--- src/rtl/pipe_ctrl_if.sv ---
// Control bundle between the 5-stage datapath and the hazard/sequencing controller.
// The datapath side is the master; pipe_ctrl takes the slave view.
interface pipe_ctrl_if;
  logic        imem_ready;
  logic        mem_req;
  logic        dmem_ready;
  logic [4:0]  dec_rs1;
  logic [4:0]  dec_rs2;
  logic        dec_use_rs1;
  logic        dec_use_rs2;
  logic [4:0]  exe_rd;
  logic        exe_is_load;
  logic        exe_redirect;
  logic        exe_mdu_start;
  logic        mdu_done;

  logic        regF_stall;
  logic        regD_stall;
  logic        regE_stall;
  logic        regM_stall;
  logic        regW_stall;
  logic        regD_bubble;
  logic        regE_bubble;
  logic        regM_bubble;
  logic        regW_bubble;
  logic        redirect_take;
  logic [31:0] stall_cnt;
  logic [31:0] flush_cnt;

  modport master (
    output imem_ready, mem_req, dmem_ready, dec_rs1, dec_rs2, dec_use_rs1,
           dec_use_rs2, exe_rd, exe_is_load, exe_redirect, exe_mdu_start, mdu_done,
    input  regF_stall, regD_stall, regE_stall, regM_stall, regW_stall,
           regD_bubble, regE_bubble, regM_bubble, regW_bubble, redirect_take,
           stall_cnt, flush_cnt
  );

  modport slave (
    input  imem_ready, mem_req, dmem_ready, dec_rs1, dec_rs2, dec_use_rs1,
           dec_use_rs2, exe_rd, exe_is_load, exe_redirect, exe_mdu_start, mdu_done,
    output regF_stall, regD_stall, regE_stall, regM_stall, regW_stall,
           regD_bubble, regE_bubble, regM_bubble, regW_bubble, redirect_take,
           stall_cnt, flush_cnt
  );
endinterface

--- src/rtl/pipe_ctrl.sv ---
// Hazard and sequencing controller for the 5-stage pipeline: prioritised stall/bubble
// generation, mul/div wait tracking, stale-fetch discard and stall/flush counters.
module pipe_ctrl (
  input  logic        clk,
  input  logic        rst,
  pipe_ctrl_if.slave  bus
);

  typedef enum logic {RUN, MDU_WAIT} state_t;
  typedef enum logic [2:0] {
    HZ_NONE, HZ_IFETCH, HZ_LOADUSE, HZ_REDIRECT, HZ_MDU, HZ_DMEM
  } hazard_t;

  state_t      state_q, state_d;
  logic        pending_q, pending_d;
  logic [31:0] stall_cnt_q, flush_cnt_q;

  logic    dmem_haz;
  logic    mdu_haz;
  logic    load_use;
  logic    ifetch_haz;
  hazard_t hz;

  always_comb begin
    dmem_haz   = bus.mem_req & ~bus.dmem_ready;
    mdu_haz    = ~bus.mdu_done & ((state_q == MDU_WAIT) | bus.exe_mdu_start);
    load_use   = bus.exe_is_load & (bus.exe_rd != 5'd0) &
                 ((bus.dec_use_rs1 & (bus.dec_rs1 == bus.exe_rd)) |
                  (bus.dec_use_rs2 & (bus.dec_rs2 == bus.exe_rd)));
    ifetch_haz = ~bus.imem_ready | pending_q;

    if (dmem_haz)              hz = HZ_DMEM;
    else if (mdu_haz)          hz = HZ_MDU;
    else if (bus.exe_redirect) hz = HZ_REDIRECT;
    else if (load_use)         hz = HZ_LOADUSE;
    else if (ifetch_haz)       hz = HZ_IFETCH;
    else                       hz = HZ_NONE;
  end

  // Only the winning class drives the controls, so stall and bubble never meet on one register.
  always_comb begin
    bus.regF_stall    = 1'b0;
    bus.regD_stall    = 1'b0;
    bus.regE_stall    = 1'b0;
    bus.regM_stall    = 1'b0;
    bus.regW_stall    = 1'b0;
    bus.regD_bubble   = 1'b0;
    bus.regE_bubble   = 1'b0;
    bus.regM_bubble   = 1'b0;
    bus.regW_bubble   = 1'b0;
    bus.redirect_take = 1'b0;

    if (rst) begin
      bus.regD_bubble = 1'b1;
      bus.regE_bubble = 1'b1;
      bus.regM_bubble = 1'b1;
      bus.regW_bubble = 1'b1;
    end else begin
      unique case (hz)
        HZ_DMEM: begin
          bus.regF_stall  = 1'b1;
          bus.regD_stall  = 1'b1;
          bus.regE_stall  = 1'b1;
          bus.regM_stall  = 1'b1;
          bus.regW_bubble = 1'b1;
        end
        HZ_MDU: begin
          bus.regF_stall  = 1'b1;
          bus.regD_stall  = 1'b1;
          bus.regE_stall  = 1'b1;
          bus.regM_bubble = 1'b1;
        end
        HZ_REDIRECT: begin
          bus.regD_bubble   = 1'b1;
          bus.regE_bubble   = 1'b1;
          bus.redirect_take = 1'b1;
        end
        HZ_LOADUSE: begin
          bus.regF_stall  = 1'b1;
          bus.regD_stall  = 1'b1;
          bus.regE_bubble = 1'b1;
        end
        HZ_IFETCH: begin
          bus.regF_stall  = 1'b1;
          bus.regD_bubble = 1'b1;
        end
        default: ;
      endcase
    end
  end

  always_comb begin
    state_d = state_q;
    unique case (state_q)
      RUN:      if (bus.exe_mdu_start & ~bus.mdu_done & ~dmem_haz) state_d = MDU_WAIT;
      MDU_WAIT: if (bus.mdu_done) state_d = RUN;
      default:  state_d = RUN;
    endcase
  end

  // The stale response is only consumed when the fetch class actually owns the cycle;
  // under a higher hazard D is held and the discard waits.
  always_comb begin
    pending_d = pending_q;
    if (hz == HZ_REDIRECT)
      pending_d = pending_q | ~bus.imem_ready;
    else if ((hz == HZ_IFETCH) && bus.imem_ready)
      pending_d = 1'b0;
  end

  always_ff @(posedge clk) begin
    if (rst) begin
      state_q     <= RUN;
      pending_q   <= 1'b0;
      stall_cnt_q <= '0;
      flush_cnt_q <= '0;
    end else begin
      state_q     <= state_d;
      pending_q   <= pending_d;
      stall_cnt_q <= stall_cnt_q + {31'd0, bus.regF_stall};
      flush_cnt_q <= flush_cnt_q + {31'd0, bus.redirect_take};
    end
  end

  always_comb begin
    bus.stall_cnt = stall_cnt_q;
    bus.flush_cnt = flush_cnt_q;
  end

endmodule

--- src/flat_wrapper.sv ---
// flat-port wrapper written by rule: the top's interface ports become plain ports
module pipe_ctrl_flat 
  (clk, rst, bus_imem_ready, bus_mem_req, bus_dmem_ready, bus_dec_rs1, bus_dec_rs2, bus_dec_use_rs1, bus_dec_use_rs2, bus_exe_rd, bus_exe_is_load, bus_exe_redirect, bus_exe_mdu_start, bus_mdu_done, bus_regF_stall, bus_regD_stall, bus_regE_stall, bus_regM_stall, bus_regW_stall, bus_regD_bubble, bus_regE_bubble, bus_regM_bubble, bus_regW_bubble, bus_redirect_take, bus_stall_cnt, bus_flush_cnt);
  pipe_ctrl_if bus_i ();
  input  logic clk;
  input  logic rst;
  input wire logic [$bits(bus_i.imem_ready)-1:0] bus_imem_ready;
  input wire logic [$bits(bus_i.mem_req)-1:0] bus_mem_req;
  input wire logic [$bits(bus_i.dmem_ready)-1:0] bus_dmem_ready;
  input wire logic [$bits(bus_i.dec_rs1)-1:0] bus_dec_rs1;
  input wire logic [$bits(bus_i.dec_rs2)-1:0] bus_dec_rs2;
  input wire logic [$bits(bus_i.dec_use_rs1)-1:0] bus_dec_use_rs1;
  input wire logic [$bits(bus_i.dec_use_rs2)-1:0] bus_dec_use_rs2;
  input wire logic [$bits(bus_i.exe_rd)-1:0] bus_exe_rd;
  input wire logic [$bits(bus_i.exe_is_load)-1:0] bus_exe_is_load;
  input wire logic [$bits(bus_i.exe_redirect)-1:0] bus_exe_redirect;
  input wire logic [$bits(bus_i.exe_mdu_start)-1:0] bus_exe_mdu_start;
  input wire logic [$bits(bus_i.mdu_done)-1:0] bus_mdu_done;
  output wire logic [$bits(bus_i.regF_stall)-1:0] bus_regF_stall;
  output wire logic [$bits(bus_i.regD_stall)-1:0] bus_regD_stall;
  output wire logic [$bits(bus_i.regE_stall)-1:0] bus_regE_stall;
  output wire logic [$bits(bus_i.regM_stall)-1:0] bus_regM_stall;
  output wire logic [$bits(bus_i.regW_stall)-1:0] bus_regW_stall;
  output wire logic [$bits(bus_i.regD_bubble)-1:0] bus_regD_bubble;
  output wire logic [$bits(bus_i.regE_bubble)-1:0] bus_regE_bubble;
  output wire logic [$bits(bus_i.regM_bubble)-1:0] bus_regM_bubble;
  output wire logic [$bits(bus_i.regW_bubble)-1:0] bus_regW_bubble;
  output wire logic [$bits(bus_i.redirect_take)-1:0] bus_redirect_take;
  output wire logic [$bits(bus_i.stall_cnt)-1:0] bus_stall_cnt;
  output wire logic [$bits(bus_i.flush_cnt)-1:0] bus_flush_cnt;
  assign bus_i.imem_ready = bus_imem_ready;
  assign bus_i.mem_req = bus_mem_req;
  assign bus_i.dmem_ready = bus_dmem_ready;
  assign bus_i.dec_rs1 = bus_dec_rs1;
  assign bus_i.dec_rs2 = bus_dec_rs2;
  assign bus_i.dec_use_rs1 = bus_dec_use_rs1;
  assign bus_i.dec_use_rs2 = bus_dec_use_rs2;
  assign bus_i.exe_rd = bus_exe_rd;
  assign bus_i.exe_is_load = bus_exe_is_load;
  assign bus_i.exe_redirect = bus_exe_redirect;
  assign bus_i.exe_mdu_start = bus_exe_mdu_start;
  assign bus_i.mdu_done = bus_mdu_done;
  assign bus_regF_stall = bus_i.regF_stall;
  assign bus_regD_stall = bus_i.regD_stall;
  assign bus_regE_stall = bus_i.regE_stall;
  assign bus_regM_stall = bus_i.regM_stall;
  assign bus_regW_stall = bus_i.regW_stall;
  assign bus_regD_bubble = bus_i.regD_bubble;
  assign bus_regE_bubble = bus_i.regE_bubble;
  assign bus_regM_bubble = bus_i.regM_bubble;
  assign bus_regW_bubble = bus_i.regW_bubble;
  assign bus_redirect_take = bus_i.redirect_take;
  assign bus_stall_cnt = bus_i.stall_cnt;
  assign bus_flush_cnt = bus_i.flush_cnt;
  pipe_ctrl u_core (.clk(clk), .rst(rst), .bus(bus_i));
endmodule
--- config.mk ---
export PLATFORM = sky130hd
export DESIGN_NAME = pipe_ctrl_flat
export DESIGN_NICKNAME = d
export VERILOG_FILES = /design/src/rtl/pipe_ctrl_if.sv /design/src/rtl/pipe_ctrl.sv /design/src/flat_wrapper.sv
export SDC_FILE = /design/constraint.sdc
export NUM_CORES = 1
export LEC_CHECK = 0
export BUFFER_PORTS_ARGS = -buffer_cell sky130_fd_sc_hd__buf_2
export CAP_MARGIN = 20
export CORE_UTILIZATION = 40
export DETAILED_ROUTE_END_ITERATION = 10
export PLACE_DENSITY = 0.65
export REMOVE_ABC_BUFFERS = 1
export SLEW_MARGIN = 20
export SYNTH_ARGS = -nofsm -noshare
export SYNTH_HDL_FRONTEND = slang
export SYNTH_SLANG_ARGS = --single-unit
--- constraint.sdc ---
create_clock -name clk -period 3 [get_ports clk]
set_input_delay 0.3 -clock clk [delete_from_list [all_inputs] [get_ports clk]]
set_output_delay 0.3 -clock clk [all_outputs]
set_load 0.05 [all_outputs]
# --- After elaboration in Yosys (flattened, before gate mapping) ---
# Cells that the tools add are included.
word_totals:
  elab_cells: 64
  out_inout_bits: 74
  register_bits: 66
classes:
  bitwise: 16
  n_reduce_logical: 8
  eq_ne: 7
  add_sub_neg: 2
  muxes: 27
op_table:
  columns: ["op", "count"]
  rows:
  - ["adder 32 x 1 -> 32 bit", 2]
  - ["two-way mux 1 bit", 22]
  - ["two-way mux 3 bit", 4]
  - ["equality test 5 bit", 2]
  - ["bitwise AND 1 bit", 8]
  - ["equality test 3 x 2 -> 1 bit, second input constant", 2]
  - ["equality test 3 bit, second input constant", 2]
  - ["OR reduction 2 bit", 3]
  - ["NOT 1 bit", 5]
  - ["nonzero test 5 bit", 1]
  - ["OR reduction 4 bit", 1]
  - ["equality test 3 x 1 -> 1 bit, second input constant", 1]
  - ["bitwise OR 1 bit", 3]
  - ["OR reduction 3 bit", 1]
  - ["case mux 1 bit (2 select lines)", 1]
  - ["nonzero test 2 bit", 1]
  - ["logical AND 1 bit", 1]

# --- Depth between registers and ports, before layout ---
depth:
  word_depth: 13
  depth_mapped: 12
  mapped_depth_nobuf: 10

# --- Worst setup path before layout ---
# OpenSTA, ideal clock, no wires.
synth_timing:
  path_type: "input port to flip-flop"
  from: "in rst"
  to: "reg u_core.flush_cnt_q[21] (netlist: u_core.bus.flush_cnt[21])"
  slack_ns: -0.899
  n_path_buf: 5
  stages: 11
  t_arrival_ns: 3.778
  setup_time_ns: 0.121
  required_ns: 2.879
  path_cell_list: "clkbuf_1 > clkbuf_1 > clkbuf_1 > nor3b_1 > ha_1 > nand3_1 > or2_1 > clkbuf_1 > clkbuf_1 > nor4_1 > mux2_2"
synth_between:
  elab_chain_cells: 2
synth_lines:
  columns: ["item", "line_no", "source"]
  rows:
  - ["from (decl)", "flat_wrapper.sv:6", "input logic rst;"]
  - ["two-way mux 1 bit", "pipe_ctrl.sv:53", "if (rst) begin"]
  - ["via bus_redirect_take", "flat_wrapper.sv:28", "output wire logic [$bits(bus_i.redirect_take)-1:0] bus_redirect_take;"]
  - ["adder 32 x 1 -> 32 bit", "pipe_ctrl.sv:121", "flush_cnt_q <= flush_cnt_q + {31'd0, bus.redirect_take};"]
  - ["to (signal assigned)", "pipe_ctrl.sv:121", null]
  - ["to (decl)", "pipe_ctrl.sv:16", "logic [31:0] stall_cnt_q, flush_cnt_q;"]
# The timed path passes the listed nets, and every way through them passes these cells.
# A chain may end at the register's enable or synchronous reset.

# --- Worst setup path in the final report ---
layout_timing:
  from: "reg u_core.state_q"
  to: "reg u_core.flush_cnt_q[30] (netlist: u_core.bus.flush_cnt[30])"
layout_between:
  elab_chain_cells: 8
layout_lines:
  columns: ["item", "line_no", "source"]
  rows:
  - ["from (decl)", "pipe_ctrl.sv:14", "state_t state_q, state_d;"]
  - ["from (signal assigned)", "pipe_ctrl.sv:118", "state_q <= state_d;"]
  - ["bitwise OR 1 bit", "pipe_ctrl.sv:26", "mdu_haz = ~bus.mdu_done & ((state_q == MDU_WAIT) | bus.exe_mdu_start);"]
  - ["bitwise AND 1 bit", "pipe_ctrl.sv:26", null]
  - ["two-way mux 3 bit", "pipe_ctrl.sv:33", "else if (mdu_haz) hz = HZ_MDU;"]
  - ["two-way mux 3 bit", "pipe_ctrl.sv:32", "if (dmem_haz) hz = HZ_DMEM;"]
  - ["equality test 3 x 2 -> 1 bit", "pipe_ctrl.sv:59", "unique case (hz)"]
  - ["two-way mux 1 bit", "pipe_ctrl.sv:59", null]
  - ["two-way mux 1 bit", "pipe_ctrl.sv:53", null]
  - ["adder 32 x 1 -> 32 bit", "pipe_ctrl.sv:121", null]
# No other way between the ends.

==> impl_metrics.ini <==
[timing]
fin_crit_ns = 2.62
rsz0062_at_grt = false
post-route-period-util = 0.874
drv_slew = 0
clock_skew_ns = 0.00956
slew_headroom = 0.544
layout_setup_ws_ns = 0.379
final_hold_viol_count = 0
max_freq_ghz = 0.382
tightest_slew_ns = 0.684
setup_viol = 0
hold_slack_ns = 0.147

[critical_path]
criticalPathCategory = reg -> reg
cp-end-kind = flip-flop
crit_fanout = 18
regToRegStartpoint = u_core.state_q$_SDFF_PP0_
r2r-end = u_core.bus.flush_cnt[30]$_SDFF_PP0_
worst_ep_required_time_ns = 3.26
r2r_cells = 10
cp-endpoint = u_core.bus.flush_cnt[30]$_SDFF_PP0_
critPathLaunch = u_core.state_q$_SDFF_PP0_
arrival_ns = 2.88
r2r_setup_slack_ns = 0.38
crit_path_start_kind = flip-flop

[global_route]
overflow = 0
track_usage = 0.188
antenna_found_initial = 0
grt_max_degree = 65
grt_pass1_wl_um = 13200
grt_pass1_vias = 2929

[power_and_ir_drop]
internal-power_mw = 1.25
p_clk_frac = 0.387
p_comb_frac = 0.089
p_leak_nw = 1.63
peakVddDrop_uv = 247
switching_power_mw = 0.440
switching_share = 0.261
power_frac_seq = 0.524
power.density_cell_area_mw_per_mm2 = 413

[cts]
cts_made_buffers = 9
root_buffer = clkbuf_8
cts_setup_buffers = 0
clk_pin_slew_ns = 0.07
clk_latency_ns = 0.34
cts.path.max_buffers = 2
cts_tree = built
htreeDepth = 3
clock-sinks = 66
cts-resized-gates = 0
holdBufCountCts = 0

[yosys]
synth_seq_cells = 66
yosys_warnings = 0
synthArstFlopShare = 0
synth_area_leaders = dfxtp_1, a21oi_1, or4_1
synthesis.area_mm2 = 0.00332
synthDistinctLibCells = 43
yosysSeqAreaShare = 0.398
yosys_most_used_dff = dfxtp_1
synth-edff-count = 0
synth_top_area_frac = 0.398
yosysTopAreaCell = dfxtp_1
syn_inst = 396
syn_avg_cell_area_um2 = 8.38

[detailed_routing]
drc = 0
drt-vias-per-instance = 5.42
routed_wl_um = 7880
vias = 3251
dr.pass1.iters = 4
ant_nets = 0
drtIter0Drc = 109
post_drt_wl_per_cell_um = 13.1

[cells_and_area]
syn_to_final_growth_pct = 23.4
final_area_mm2 = 0.00409
instances_no_fill = 600
fin_nets = 523
antenna_cells = 0
layout-drive-gt1-share = 0.271
multi_input_area_mm2 = 0.00187
fillers = 776
final-seq-area_mm2 = 0.00132

[die]
coreArea_mm2 = 0.00789
die_w_um = 93.1
die-area_mm2 = 0.00866
rows = 32
io_pins = 100
fp.dieH_um = 93.1
initial_utilization = 0.421

[min_path]
hold_depth = 2
hp-class = in -> reg

[status]
run_status = finished clean

[placement]
portBuffers = 98
gp_congestion = 0.753
dp.cells = 584
place_hpwl_um = 5600
pre_cts_ws_ns = 0.117
dpl_cell_area_mm2 = 0.00392

[run]
max_cap_violations = 0
worst min-delay path by stage:
stage                                   startpoint                             endpoint  slack [ns]
2_1_floorplan                                  rst  u_core.bus.flush_cnt[13]$_SDFF_PP0_        0.37
3_3_place_gp   u_core.bus.stall_cnt[31]$_SDFF_PP0_  u_core.bus.stall_cnt[31]$_SDFF_PP0_        0.46
3_5_place_dp   u_core.bus.flush_cnt[18]$_SDFF_PP0_  u_core.bus.flush_cnt[18]$_SDFF_PP0_        0.49
4_1_cts                               bus_mdu_done            u_core.state_q$_SDFF_PP0_        0.12
5_1_grt                               bus_mdu_done            u_core.state_q$_SDFF_PP0_        0.14
6_report                              bus_mdu_done            u_core.state_q$_SDFF_PP0_        0.15
logic make-up (layout without fill, tap and decap cells):
group / Yosys count / after routing / synth area share
and+or+nand+nor: 177 / 177 / 0.300
AOI/OAI and AO/OA: 80 / 80 / 0.144
DFF: 66 / 66 / 0.398
buffers and inverters: 31 / 133 / 0.0392
xor gates and xnor gates: 30 / 30 / 0.0792
muxes: 7 / 7 / 0.0238
adders and majority gates: 4 / 4 / 0.0151
other: 1 / 1 / 0.00113
cell usage in the layout (no fill, tap or decap), types with 2 or more instances in the layout:
cell type,n
xor2_1,18
and2_1,3
clkbuf_8,10
clkinvlp_4,2
and3_1,5
nor2_1,30
nand2_1,25
or4_1,22
or2_2,2
nand4_1,14
buf_4,12
or3_1,15
o31ai_1,21
nand3_1,20
mux2_2,6
xnor2_1,12
o21bai_1,2
and4_1,7
nor4_1,12
inv_1,7
a21oi_1,35
o21ai_0,15
buf_2,98
ha_1,4
clkinv_2,3
nor3_1,3
dfxtp_1,66
nor2b_1,11
nand2b_1,3
through the flow:
step / power [mW] / setup TNS (ns) / utilization
after floorplan: 0.994 / -17.76 / -
after global placement: 1.06 / 0 / 0.497
after detailed placement: 1.06 / 0 / 0.497
after CTS: 1.72 / 0 / 0.519
after global routing: 1.78 / 0 / 0.519
final: 1.69 / 0 / 0.519
per-layer routing:
layer  global-route usage  wire (µm)  up-vias
met3               0.0455        319        9
met4               0.0808        135        0
li1                     -          -     1654
met1                0.238       3690     1525
met2                0.303       3730       63
met5                    0          0        -
critical path, stage by stage, from the launching register on:
cell and delay (ns):
dfxtp_1 0.32, o21bai_1 0.17, nand2_1 0.11, nor3b_1 0.28
ha_1 0.23, ha_1 0.23, and3_1 0.26, nand4_1 0.10
buf_4 0.20, or4_1 0.51, a21oi_1 0.14
Yosys cell counts, types with 2 or more instances:
cell type and instances:
a21oi_1 35, and2_1 3, and3_1 5, and4_1 7
buf_1 2, buf_2 2, clkbuf_1 18, dfxtp_1 66
ha_1 4, inv_1 7, mux2_2 6, nand2_1 25
nand2b_1 3, nand3_1 20, nand4_1 14, nor2_1 30
nor2b_1 11, nor3_1 3, nor4_1 12, o21ai_0 15
o21bai_1 2, o31ai_1 21, or2_2 2, or3_1 15
or4_1 22, xnor2_1 12, xor2_1 18
sequential cells by signal (all words and copies together) (netlist names):
name and count:
u_core.bus.stall_cnt 32, u_core.state_q 1, u_core.pending_q 1, u_core.bus.flush_cnt 32
power by group through the flow:
stage	Clock [mW]	Sequential, mW	Combinational (mW)
finish	0.653	0.886	0.151
global route	0.726	0.886	0.164
CTS	0.680	0.886	0.152
detailed placement	0	0.906	0.151
global placement	0	0.906	0.150
floorplan	0	0.921	0.0736
layout make-up:
class	count	share of cell area
clock buffer	11	0.0345
clock inverter	5	0.00734
inverter	7	0.00642
tap	102	0.0312
sequential	66	0.323
multi-input combinational	299	0.456
timing repair buffer	110	0.142
Note: power is estimated with default switching activity, not from simulation.
